`config.mk`:
```
export PLATFORM = sky130hd
export DESIGN_NAME = rr_arbiter4
export DESIGN_NICKNAME = d
export VERILOG_FILES = /design/src/rtl/rr_arbiter4_pkg.sv /design/src/rtl/rr_pick4.sv /design/src/rtl/rr_arbiter4.sv
export SDC_FILE = /design/constraint.sdc
export NUM_CORES = 1
export LEC_CHECK = 0
export BUFFER_PORTS_ARGS = -buffer_cell sky130_fd_sc_hd__buf_2
export CAP_MARGIN = 10
export CORE_MARGIN = 2
export CORE_UTILIZATION = 40
export DETAILED_ROUTE_END_ITERATION = 8
export GPL_TIMING_DRIVEN = 0
export PLACE_DENSITY = 0.59
export SYNTH_ARGS = -nofsm -noshare
export SYNTH_HDL_FRONTEND = slang
export SYNTH_HIERARCHICAL = 1
export SYNTH_SLANG_ARGS = --single-unit
```
`constraint.sdc`:
```
create_clock -name clk -period 2.63 [get_ports clk]
set_input_delay 0.3945 -clock clk [delete_from_list [all_inputs] [get_ports clk]]
set_output_delay 0.3945 -clock clk [all_outputs]
set_load 0.05 [all_outputs]
```
`src/rtl/rr_arbiter4_pkg.sv`:
```
// Shared constants for the 4-way round-robin arbiter: FSM encoding, grant width
// and a one-hot helper used by both the arbiter and its bench-facing outputs.
package rr_arbiter4_pkg;

  localparam logic [0:0] IDLE  = 1'b0;
  localparam logic [0:0] GRANT = 1'b1;

  localparam int GRANT_W = 4;

  function automatic logic [GRANT_W-1:0] onehot(input logic [1:0] idx);
    return GRANT_W'(1) << idx;
  endfunction

endpackage

```
`src/rtl/rr_pick4.sv`:
```
// Combinational round-robin selector: finds the first pending index after ptr,
// searching ptr+1, ptr+2, ptr+3 and finally ptr itself.
module rr_pick4
  import rr_arbiter4_pkg::*;
(
  input  logic [GRANT_W-1:0] i_pending,
  input  logic [1:0]         i_ptr,
  output logic [1:0]         o_winner,
  output logic               o_found
);

  logic [1:0] w_idx;

  // Walk from the lowest priority slot upward so the nearest hit is written last.
  always_comb begin
    o_winner = '0;
    o_found  = 1'b0;
    w_idx    = '0;
    for (int k = GRANT_W; k >= 1; k--) begin
      w_idx = i_ptr + 2'(k);
      if (i_pending[w_idx]) begin
        o_winner = w_idx;
        o_found  = 1'b1;
      end
    end
  end

endmodule

```
`src/rtl/rr_arbiter4.sv`:
```
// Four-requester round-robin arbiter with sticky request capture, ack handshake
// and a grant watchdog that withdraws an unacknowledged grant after TIMEOUT cycles.
module rr_arbiter4
  import rr_arbiter4_pkg::*;
#(
  parameter int TIMEOUT = 15
) (
  input  logic               clk,
  input  logic               rst,
  input  logic [GRANT_W-1:0] req,
  input  logic               ack,
  output logic [GRANT_W-1:0] grant,
  output logic               grant_valid,
  output logic [GRANT_W-1:0] pending,
  output logic               timeout
);

  localparam int CNT_W = 4;

  logic [0:0]         r_state;
  logic [GRANT_W-1:0] r_grant;
  logic [GRANT_W-1:0] r_pending;
  logic [1:0]         r_ptr;
  logic [1:0]         r_win;
  logic [CNT_W-1:0]   r_cnt;
  logic               r_timeout;

  logic [1:0]         w_winner;
  logic               w_found;
  logic               w_ack_hit;
  logic               w_expire;
  logic [GRANT_W-1:0] w_clr;

  rr_pick4 u_pick (
    .i_pending (r_pending),
    .i_ptr     (r_ptr),
    .o_winner  (w_winner),
    .o_found   (w_found)
  );

  assign w_ack_hit = (r_state == GRANT) && ack;
  assign w_expire  = (r_state == GRANT) && !ack && (r_cnt == CNT_W'(TIMEOUT - 1));
  assign w_clr     = w_ack_hit ? onehot(r_win) : '0;

  // A request on the ack edge re-arms its own pending bit: set beats clear.
  always_ff @(posedge clk) begin
    if (rst) begin
      r_state   <= IDLE;
      r_grant   <= '0;
      r_pending <= '0;
      r_ptr     <= 2'd3;
      r_win     <= '0;
      r_cnt     <= '0;
      r_timeout <= 1'b0;
    end else begin
      r_pending <= (r_pending & ~w_clr) | req;
      r_timeout <= w_expire;
      if (r_state == IDLE) begin
        if (w_found) begin
          r_state <= GRANT;
          r_grant <= onehot(w_winner);
          r_win   <= w_winner;
          r_cnt   <= '0;
        end
      end else begin
        if (w_ack_hit || w_expire) begin
          r_state <= IDLE;
          r_grant <= '0;
          r_ptr   <= r_win;
        end else begin
          r_cnt <= r_cnt + 1'b1;
        end
      end
    end
  end

  assign grant       = r_grant;
  assign grant_valid = (r_state == GRANT);
  assign pending     = r_pending;
  assign timeout     = r_timeout;

endmodule

```
Yosys cells after proc, flatten, opt, wreduce, memory -nomap -nowiden
Index checks and enable logic that the tools add are counted.
W data, S select, Z words.
{"block": "word_totals", "ff_bits": 18, "in_bits": 7, "out_inout_bits": 10, "wordCells": 60}
{"block": "classes", "n_addsub": 4, "order_cmp": 4, "eq_ne": 3, "n_shift": 2, "n_mux": 26, "n_bitwise": 4, "n_reduce_logical": 10}
{"cell": "$mux W4", "n": 7}
{"cell": "$lt A2 B3 Y1 const B", "n": 4}
{"cell": "$mux W1", "n": 11}
{"cell": "$bmux W1 S2", "n": 4}
{"cell": "$mux W2", "n": 4}
{"cell": "$reduce_and A2 Y1", "n": 4}
{"cell": "$shl A1 B2 Y4 const A", "n": 2}
{"cell": "$add A2 B2 Y2 const B", "n": 2}
{"cell": "$add A4 B1 Y4 const B", "n": 1}
{"cell": "$and A4 B4 Y4", "n": 1}
{"cell": "$eq A4 B4 Y1 const B", "n": 1}
{"cell": "$not A4 Y4", "n": 1}
{"cell": "$or A4 B4 Y4", "n": 1}
{"cell": "$logic_and A1 B1 Y1", "n": 3}
{"cell": "$add A2 B1 Y2 const B", "n": 1}
{"cell": "$ne A2 B1 Y1 const B", "n": 1}
{"cell": "$ne A2 B2 Y1 const B", "n": 1}
{"cell": "$reduce_bool A2 Y1", "n": 1}
{"cell": "$logic_not A1 Y1", "n": 1}
{"cell": "$logic_or A1 B1 Y1", "n": 1}
{"cell": "$not A1 Y1", "n": 1}

Longest topological paths before layout
Gate-level depths: netlist of run 1.
{"block": "depth", "ltp_word": 9, "ltp_mapped": 6, "mapped_depth_nobuf": 6}

Cells and area by module
Netlist of run 1, hierarchy kept.
{"module": "rr_arbiter4", "instances": 1, "cells_per_inst": 89, "area_per_inst_um2": 802.0, "seq_area_each_um2": 360.3}
{"module": "rr_pick4", "instances": 1, "cells_per_inst": 14, "area_per_inst_um2": 91.3, "seq_area_each_um2": 0.0}

Worst setup path before layout of run 1
OpenSTA, ideal clock, no wires.
{"block": "synth_path", "kind": "reg-to-reg", "from": "register r_pending[2], in the netlist pending[2]", "to": "register r_grant[2], in the netlist grant[2]", "setup_time_ps": 66, "arrival_ps": 1579, "required_ps": 2564, "setup_slack_ps": 985, "path_stages_with_launch": 7, "path_buffers": 0, "synth_period_minus_slack_ps": 1645, "cell_sequence": "dfxtp_1 -> and2b_1 -> a21oi_2 -> o221ai_2 -> nor4bb_1 -> a31oi_1 -> nor2_1"}
{"block": "synth_via", "elab_chain_cells": 9, "word_cells_on_any_way": 21, "cone_classes": "1 x shift; 18 x mux; 2 x reduce/logical"}
{"item": "start, declared", "line": "rr_arbiter4.sv:22", "source": "logic [GRANT_W-1:0] r_pending;"}
{"item": "start signal, assigned", "line": "rr_arbiter4.sv:56", "source": "r_pending <= (r_pending & ~w_clr) | req;"}
{"item": "$bmux W1 S2", "line": "rr_pick4.sv:21", "source": "if (i_pending[w_idx]) begin"}
{"item": "$mux W1 (implied by the code)", "line": "rr_pick4.sv:21"}
{"item": "$mux W2 (3 in series)", "line": "rr_pick4.sv:21"}
{"item": "$mux W2 *", "line": "rr_pick4.sv:21"}
{"item": "via w_winner[0]", "line": "rr_arbiter4.sv:28", "source": "logic [1:0] w_winner;"}
{"item": "$shl A1 B2 Y4 *", "line": "rr_arbiter4_pkg.sv:11", "source": "return GRANT_W'(1) << idx;"}
{"item": "$mux W4 *", "line": "rr_arbiter4.sv:59", "source": "if (w_found) begin"}
{"item": "$mux W4 *", "line": "rr_arbiter4.sv:58", "source": "if (r_state == IDLE) begin"}
{"item": "end signal, assigned", "line": "rr_arbiter4.sv:61", "source": "r_grant <= onehot(w_winner);"}
{"item": "end, declared", "line": "rr_arbiter4.sv:21", "source": "logic [GRANT_W-1:0] r_grant;"}
Mark *: on every way through the listed nets, which the timed path passes. The rest lies on a longest branch. The select of a mux whose other input is x is not followed.
A chain may end at the register's enable or synchronous reset.

Worst setup path after layout of run 1
{"block": "layout_path", "from": "register r_cnt[0]", "to": "register r_cnt[2]"}
{"block": "layout_via", "elab_chain_cells": 5, "word_cells_on_any_way": 8, "cone_classes": "1 x add/sub; 2 x eq/ne; 2 x mux; 3 x reduce/logical"}
{"item": "start, declared", "line": "rr_arbiter4.sv:25", "source": "logic [CNT_W-1:0] r_cnt;"}
{"item": "start signal, assigned", "line": "rr_arbiter4.sv:71", "source": "r_cnt <= r_cnt + 1'b1;"}
{"item": "branches (longest 5 deep; another with $add A4 B1 Y4)"}
Several ways; the timed one is not identified. The select of a mux whose other input is x is not followed.

==> metrics.md, run 1 <==
| Metric | Value |
|---|---|
| Status | `finished clean` |
| Initial DRC count | `11` |
| Starting density of the core | `41.2%` |
| Unique cell type count in the Yosys netlist | `31` |
| Fin Clk Skew | `0.00368 ns` |
| Remaining antenna violation count | `0` |
| Ys async rst share | `0%` |
| Fin Setup TNS | `0 ns` |
| Post-Syn Instances | `103` |
| Mapped cell area | `893 um^2` |
| First-pass GRT wire length | `2.93 mm` |
| Total placed cells including tap cells | `147` |
| Count leader, synth | `dfxtp_1` |
| Period utilisation layout | `62.8%` |
| Worst setup SP type | `register` |
| Post-route cell area | `1040 um^2` |
| CTS Root Cell | `clkbuf_4` |
| Port Buffers | `16` |
| Slew of the pin with the lowest slew margin | `0.435 ns` |
| Post-synth EDFFs | `0` |
| RePlAce Congestion | `0.838` |
| Post-cts resize count | `0` |
| Critical path data required time | `2.82 ns` |
| Crit path arrival time | `1.84 ns` |
| DR WL/cell | `11.9 um` |
| Worst-skew pair later-pin latency | `0.29 ns` |
| Max cap viols | `0` |
| Vias in the first global route | `661` |
| FP Rows | `17` |
| Initial antenna violation count | `0` |
| Synthesized Nets | `112` |
| Htree depth | `1` |
| Post-Route WL | `1.80 mm` |
| Antenna diode count | `0` |
| Top FF cell, synth | `dfxtp_1` |
| First-pass iteration count of the detailed router | `4` |
| Largest net degree at the start of global routing | `11` |
| IO Count | `17` |
| CTS tree | `done` |
| Unrepaired setup endpoints after global routing | `false` |
| Die ar. | `2630 um^2` |
| Slew Viols, Final | `0` |
| Post-CTS Setup Repair Bufs | `0` |
| Residual DRC | `0` |
| Sink Count | `18` |
| GR Util All Layers | `15.0%` |
| Die height | `51.3 um` |
| Endpoints failing hold | `0` |
| Core footprint | `2170 um^2` |
| Worst Path Class, Setup | `register to register` |
| CP Capture Type | `register` |
| Max Clock Freq | `606 MHz` |
| Post-synth top area share | `40.3%` |
| PD cells | `602 nW/um^2` |
| # hold bufs at CTS | `0` |
| Avg Cell Area, Syn | `8.67 um^2` |
| TritonCTS buffer count | `3` |
| Area post-placement | `1010 um^2` |
| Pleak | `0.423 nW` |
| Final setup vio count | `0` |
| Top cells by area, synth | `dfxtp_1 (40%), nor2_1 (7.1%), a21oi_1 (6.2%), mux2i_1 (4.5%), ha_1 (2.8%)` |
| Max Root-Sink Buffers | `2` |
| Final HPWL DP | `1.31 mm` |
| Syn. warnings | `6` |
| Final Instance Count excl. Fillers | `151` |
| Post-layout net count | `133` |
| Clk slew on worst S/H paths | `0.11 ns` |
| Sequential element share of the synthesized area | `40.3%` |
| Layout cell share with drive strength beyond 1 | `22.8%` |
| Vias per cell | `5.25` |
| Top cell type by total area after synthesis | `dfxtp_1` |
| DR vias | `792` |
| Flops & latches, synth | `18` |
| Largest fanout on the critical path | `8` |
| Highest ir drop seen on vdd | `375 uV` |
| GR Overflow Total | `0` |
| Min Tclk post-route | `1.65 ns` |
| Most instantiated cells after synthesis | `dfxtp_1 (18), nor2_1 (17), a21oi_1 (11)` |
| Worst hold path type | `primary input to register` |
| Die X | `51.3 um` |
| Area grow syn2layout | `16.9%` |
| Slew headroom | `71.0%` |
## kinds of logic (layout without fill, tap and decap cells)
family / count (synthesis) / after routing / share of synthesized area [%]
buffers and inverters: 9 / 29 / 4.62
adder cells (fa/ha/maj): 2 / 2 / 2.80
AO/OA/AOI/OAI: 22 / 22 / 17.4
flip-flops: 18 / 18 / 40.3
AND/OR/NAND/NOR: 47 / 47 / 29.1
multiplexers: 5 / 5 / 5.74
## report_power, final
group / internal, W / switching, W
clock network: 0.0000844 / 0.0000873
registers: 0.000291 / 0.0000179
logic: 0.0000500 / 0.0000990
total: 0.000425 / 0.000204
## critical path: stages (launching register included)
cell and delay, ns:
dfxtp_1 0.39, inv_1 0.07, ha_1 0.23, a31oi_2 0.40, nand3_1 0.14, mux2_1 0.32
## flip-flops by register name, summed over array words and instances (netlist names)
name / flops
pending: 4
r_cnt: 4
timeout: 1
r_ptr: 2
r_win: 2
grant_valid: 1
grant: 4
## through the flow
stage	hold WS, ns	setup WS, ns	power (W)	util [%]
final	0.303	0.979	0.000629	48.2
after global placement	0.455	1.00	0.000462	46.5
after global routing	0.303	0.809	0.000665	48.2
after CTS	0.298	0.985	0.000636	48.2
after detailed placement	0.456	1.00	0.000464	46.5
after floorplan	0.471	0.985	0.000428	-
## cell type report
type                    count  area, um^2
flip-flops and latches     18         360
repair buffers             16        80.1
fillers                   226        1120
plain buffers               5        26.3
well taps                  28        35.0
clock buffers               4        36.3
multi-input cells          76         492
inverters                   4        15.0
## layer usage
layer	track usage (%)	part of all wire, %	vias to the layer above
met3	2.63	4.2	4
met2	22.5	45	15
met5	0	0	-
met4	9.21	1.8	0
li1	-	-	411
met1	20.0	49	362
## worst paths after layout
| check | start | to | slack, ns | cells after the start |
|---|---|---|---|---|
| min | req[3] | pending[3] | 0.30 | 3 |
| max reg2reg | r_cnt[0] | r_cnt[2] | 0.98 | 5 |
| max | r_cnt[0] | r_cnt[2] | 0.98 | 5 |
| min reg2reg | grant[3] | grant[3] | 0.48 | 2 |
## placed cells by master (no fill, tap or decap), drive strengths merged
cell / count
nor3b: 1
a32oi: 2
or4b: 1
a21oi: 12
a31oi: 4
nand4: 3
nand3b: 1
a32o: 1
nand2b: 4
nor4bb: 1
nand3: 5
buf: 20
mux2: 1
nor2b: 3
nor3: 1
o221ai: 1
mux2i: 4
clkbuf: 5
and2b: 1
nand2: 5
nor2: 17
dfxtp: 18
a211o: 2
nor4b: 1
ha: 2
inv: 4
nand4bb: 1
nand4b: 2
No activity file was read; power rests on OpenSTA's default activity.
==> inputs of run 2 (changes only) <==
--- a/config.mk
+++ b/config.mk
@@ -5,13 +5,14 @@
 export SDC_FILE = /design/constraint.sdc
 export NUM_CORES = 1
 export LEC_CHECK = 0
+export ABC_AREA = 1
 export BUFFER_PORTS_ARGS = -buffer_cell sky130_fd_sc_hd__buf_2
 export CAP_MARGIN = 10
 export CORE_MARGIN = 2
 export CORE_UTILIZATION = 40
 export DETAILED_ROUTE_END_ITERATION = 8
 export GPL_TIMING_DRIVEN = 0
-export PLACE_DENSITY = 0.59
+export PLACE_DENSITY = 0.6
 export SYNTH_ARGS = -nofsm -noshare
 export SYNTH_HDL_FRONTEND = slang
 export SYNTH_HIERARCHICAL = 1
==> constraint.sdc (replaced) <==
create_clock -name clk -period 1.5 [get_ports clk]
set_input_delay 0.225 -clock clk [delete_from_list [all_inputs] [get_ports clk]]
set_output_delay 0.225 -clock clk [all_outputs]
set_load 0.05 [all_outputs]
==> metrics.md, run 2 <==
| Metric | Value |
|---|---|
| Slew Viols, Final | `0 (unchanged)` |
| Worst Hold Slack | `0.156 ns (-0.147 ns)` |
| Remaining antenna violation count | `0 (unchanged)` |
| Met2 Resource Use GR | `27.4% (+4.9 points)` |
| Count leader, synth | `nand2_1` |
| Net Sw Frac | `40.8% (+8.4 points)` |
| # hold bufs at CTS | `0 (unchanged)` |
| Syn. warnings | `6 (unchanged)` |
| Mapped cell area | `1070 um^2 (+20%)` |
| CTS Root Cell | `clkbuf_4` |
| Top cell type by total area after synthesis | `dfxtp_1` |
| Most instantiated cells after synthesis | `nand2_1 (51), inv_1 (25), dfxtp_1 (18)` |
| Largest net degree at the start of global routing | `11 (unchanged)` |
| Period utilisation layout | `100% (+38 points)` |
| Die X | `55.7 um (+8.6%)` |
| Highest ir drop seen on vdd | `744 uV (+98%)` |
| Fin Clk Skew | `0.00167 ns (-0.00201 ns)` |
| Flops & latches, synth | `18 (unchanged)` |
| RePlAce Congestion | `0.878 (+4.7%)` |
| First-pass iteration count of the detailed router | `4 (unchanged)` |
| Avg Cell Area, Syn | `6.60 um^2 (-24%)` |
| Worst Path Class, Setup | `register to register` |
| Max cap viols | `0 (unchanged)` |
| GRT Max-Usage Layer | `met2` |
| Layout cell share with drive strength beyond 1 | `37.6% (+15 points)` |
| CP Capture Type | `register` |
| Synthesized Nets | `171 (+53%)` |
| Status | `finished with violations` |
| FP Rows | `18 (+1)` |
| Unique cell type count in the Yosys netlist | `26 (-16%)` |
| Fillers | `243 (+7.5%)` |
| TritonCTS buffer count | `3 (unchanged)` |
| Top FF cell, synth | `dfxtp_1` |
| Htree depth | `1 (unchanged)` |
| Post-Route WL | `2.34 mm (+30%)` |
| Min Tclk post-route | `1.51 ns (-0.143 ns)` |
| DR vias | `1076 (+36%)` |
| Top cells by area, synth | `dfxtp_1 (34%), nand2_1 (18%), inv_1 (8.8%), nand3_1 (6.6%), nor2_1 (4.2%)` |
| Crit path arrival time | `1.68 ns (-0.16 ns)` |
| Grt met1 use | `17.2% (-2.8 points)` |
| DR WL/cell | `10.8 um (-9.5%)` |
| Die ar. | `3100 um^2 (+18%)` |
| Sw Pwr | `0.000618 W (+200%)` |
| M3 GR Usage | `1.86% (-0.77 points)` |
| Post-route cell area | `1350 um^2 (+29%)` |
| Post-synth top area share | `33.7% (-6.6 points)` |
| Final setup vio count | `2 (+2)` |
| Failing checks | `setup timing` |
| Die height | `55.7 um (+8.6%)` |
| Slew headroom | `67.7% (-3.3 points)` |
| Largest fanout on the critical path | `8 (unchanged)` |
| Cell internal pwr | `0.000895 W (+110%)` |
| PD cells | `1120 nW/um^2 (+86%)` |
| Post-Syn Instances | `162 (+57%)` |
| Sequential element share of the synthesized area | `33.7% (-6.6 points)` |
| Vias in the first global route | `938 (+42%)` |
| Port Buffers | `16 (unchanged)` |
| Unrepaired setup endpoints after global routing | `true` |
| Core footprint | `2500 um^2 (+15%)` |
| Ys async rst share | `0% (unchanged)` |
| Initial DRC count | `39 (+28)` |
| Area grow syn2layout | `26.6%` |
| Commonest non-fill, non-tap cell in the layout | `nand2_1` |
| Logic gate share of total power | `42.1% (+18 points)` |
| Worst hold path type | `primary input to register` |
| Worst setup SP type | `register` |
| Vias per cell | `4.98 (-5.0%)` |
| Sink Count | `18 (unchanged)` |
| Final HPWL DP | `1.73 mm (+32%)` |
| Post-synth EDFFs | `0 (unchanged)` |
| First-pass GRT wire length | `3.81 mm (+30%)` |
| Final core utilization | `54.1% (+5.9 points)` |
| Slew of the pin with the lowest slew margin | `0.485 ns (+0.0494 ns)` |
| Area post-placement | `1190 um^2 (+18%)` |
| Initial antenna violation count | `0 (unchanged)` |
| Critical path data required time | `1.67 ns (-1.15 ns)` |
| IO Count | `17 (unchanged)` |
| Antenna diode count | `0 (unchanged)` |
| CTS tree | `done` |
| Max Clock Freq | `663 MHz (+9.5%)` |
| GR Overflow Total | `0 (unchanged)` |
| Pleak | `0.703 nW (+66%)` |
| Reg power frac | `38.5% (-11 points)` |
| Worst-skew pair later-pin latency | `0.28 ns (about the same)` |
| Max Root-Sink Buffers | `2 (unchanged)` |
| Post-layout net count | `196 (+47%)` |
| GR Util All Layers | `15.1% (+0.070 points)` |
| Most frequent cells in the layout | `nand2_1 (37), inv_1 (23), nand2_2 (16), buf_2 (16), dfxtp_1 (12)` |
| Starting density of the core | `42.7% (+1.6 points)` |
| Clock power share | `19.3% (-8.0 points)` |
| Residual DRC | `0 (unchanged)` |
| Clk slew on worst S/H paths | `0.10 ns (about the same)` |
| Endpoints failing hold | `0 (unchanged)` |
| Post-route worst setup slack | `-0.00728 ns (-0.987 ns)` |
-- run 2: changes by cell type after synthesis, sizes merged, moves of 3 or more --
| cell | previous run | this run |
|---|---|---|
| mux2i | 4 | 0 |
| a21oi | 12 | 8 |
| o21ai | 0 | 6 |
| buf | 4 | 1 |
| nand2b | 4 | 0 |
| nand2 | 5 | 58 |
| nor2b | 3 | 0 |
| nand3 | 5 | 16 |
| a31oi | 4 | 0 |
| inv | 4 | 28 |
-- run 2: stage by stage --
| step | total power [W] | TNS, ns | std cells | setup slack, ns |
|---|---|---|---|---|
| 6_report | 0.00151 | -0.0102 | 216 | -0.00728 |
| 2_1_floorplan | 0.00101 | -0.00232 | 162 | -0.00232 |
| 3_5_place_dp | 0.00112 | -0.212 | 208 | -0.0969 |
| 4_1_cts | 0.00143 | 0 | 212 | 0.00894 |
| 5_1_grt | 0.00163 | -0.723 | 216 | -0.142 |
| 3_3_place_gp | 0.00111 | -0.0930 | 208 | -0.0524 |
-- run 2: layer usage --
| layer | wire length (um) | part of all wire, % |
|---|---|---|
| met1 | 986 | 42 |
| met2 | 1250 | 53 |
| met3 | 60 | 2.6 |
| met4 | 42 | 1.8 |
| met5 | 0 | 0 |
-- run 2: worst max-delay path, cell delays in order (launching register included) --
cell	delay, ns
dfxtp_2	0.36
buf_8	0.14
inv_8	0.05
nand2_2	0.06
nand2_1	0.07
and2_4	0.15
nor2_2	0.09
nand3_2	0.09
nand2_4	0.10
nor2_4	0.04
nand2_1	0.07
nand2_1	0.06
nand2_1	0.07
nor2_2	0.03
-- run 2: cell type report --
class | count | area (um^2) | share of cell area (%)
Multi-Input combinational cell | 113 | 666 | 49.2
Inverter | 29 | 116 | 8.60
Timing Repair Buffer | 20 | 110 | 8.14
Buffer | 2 | 18.8 | 1.39
Sequential cell | 18 | 368 | 27.2
Clock buffer | 4 | 36.3 | 2.68
Tap cell | 30 | 37.5 | 2.78
-- run 2: what timing repair did --
item / in CTS / in global routing
pin swaps: 1 / 4
buffers inserted: 0 / 4
resized for setup: 4 / 25
gates cloned: 0 / 0
setup endpoints to repair: 3 / 8
-- run 2: cells by family after synthesis --
group / count (synthesis) / synth area share, %
buffers and inverters: 31 / 12.3
DFF: 18 / 33.7
AOI/OAI and AO/OA: 17 / 9.48
and+or+nand+nor: 94 / 42.2
adders and majority gates: 2 / 2.34
-- run 2: worst paths after layout --
kind,from,to,slack [ns],cells after the start
worst max-delay path,r_ptr[0],grant[2],-0.007,13
worst min-delay path,req[1],pending[1],0.16,3
worst max register to register,r_ptr[0],grant[2],-0.007,13
worst min register to register,grant[0],grant[0],0.48,2
-- run 2: power by group through the flow --
stage | registers [W] | clock network (W) | logic (W)
4_1_cts | 0.000581 | 0.000309 | 0.000542
3_3_place_gp | 0.000588 | 0 | 0.000520
5_1_grt | 0.000593 | 0.000330 | 0.000705
2_1_floorplan | 0.000697 | 0 | 0.000312
3_5_place_dp | 0.000590 | 0 | 0.000529
6_report | 0.000583 | 0.000293 | 0.000638
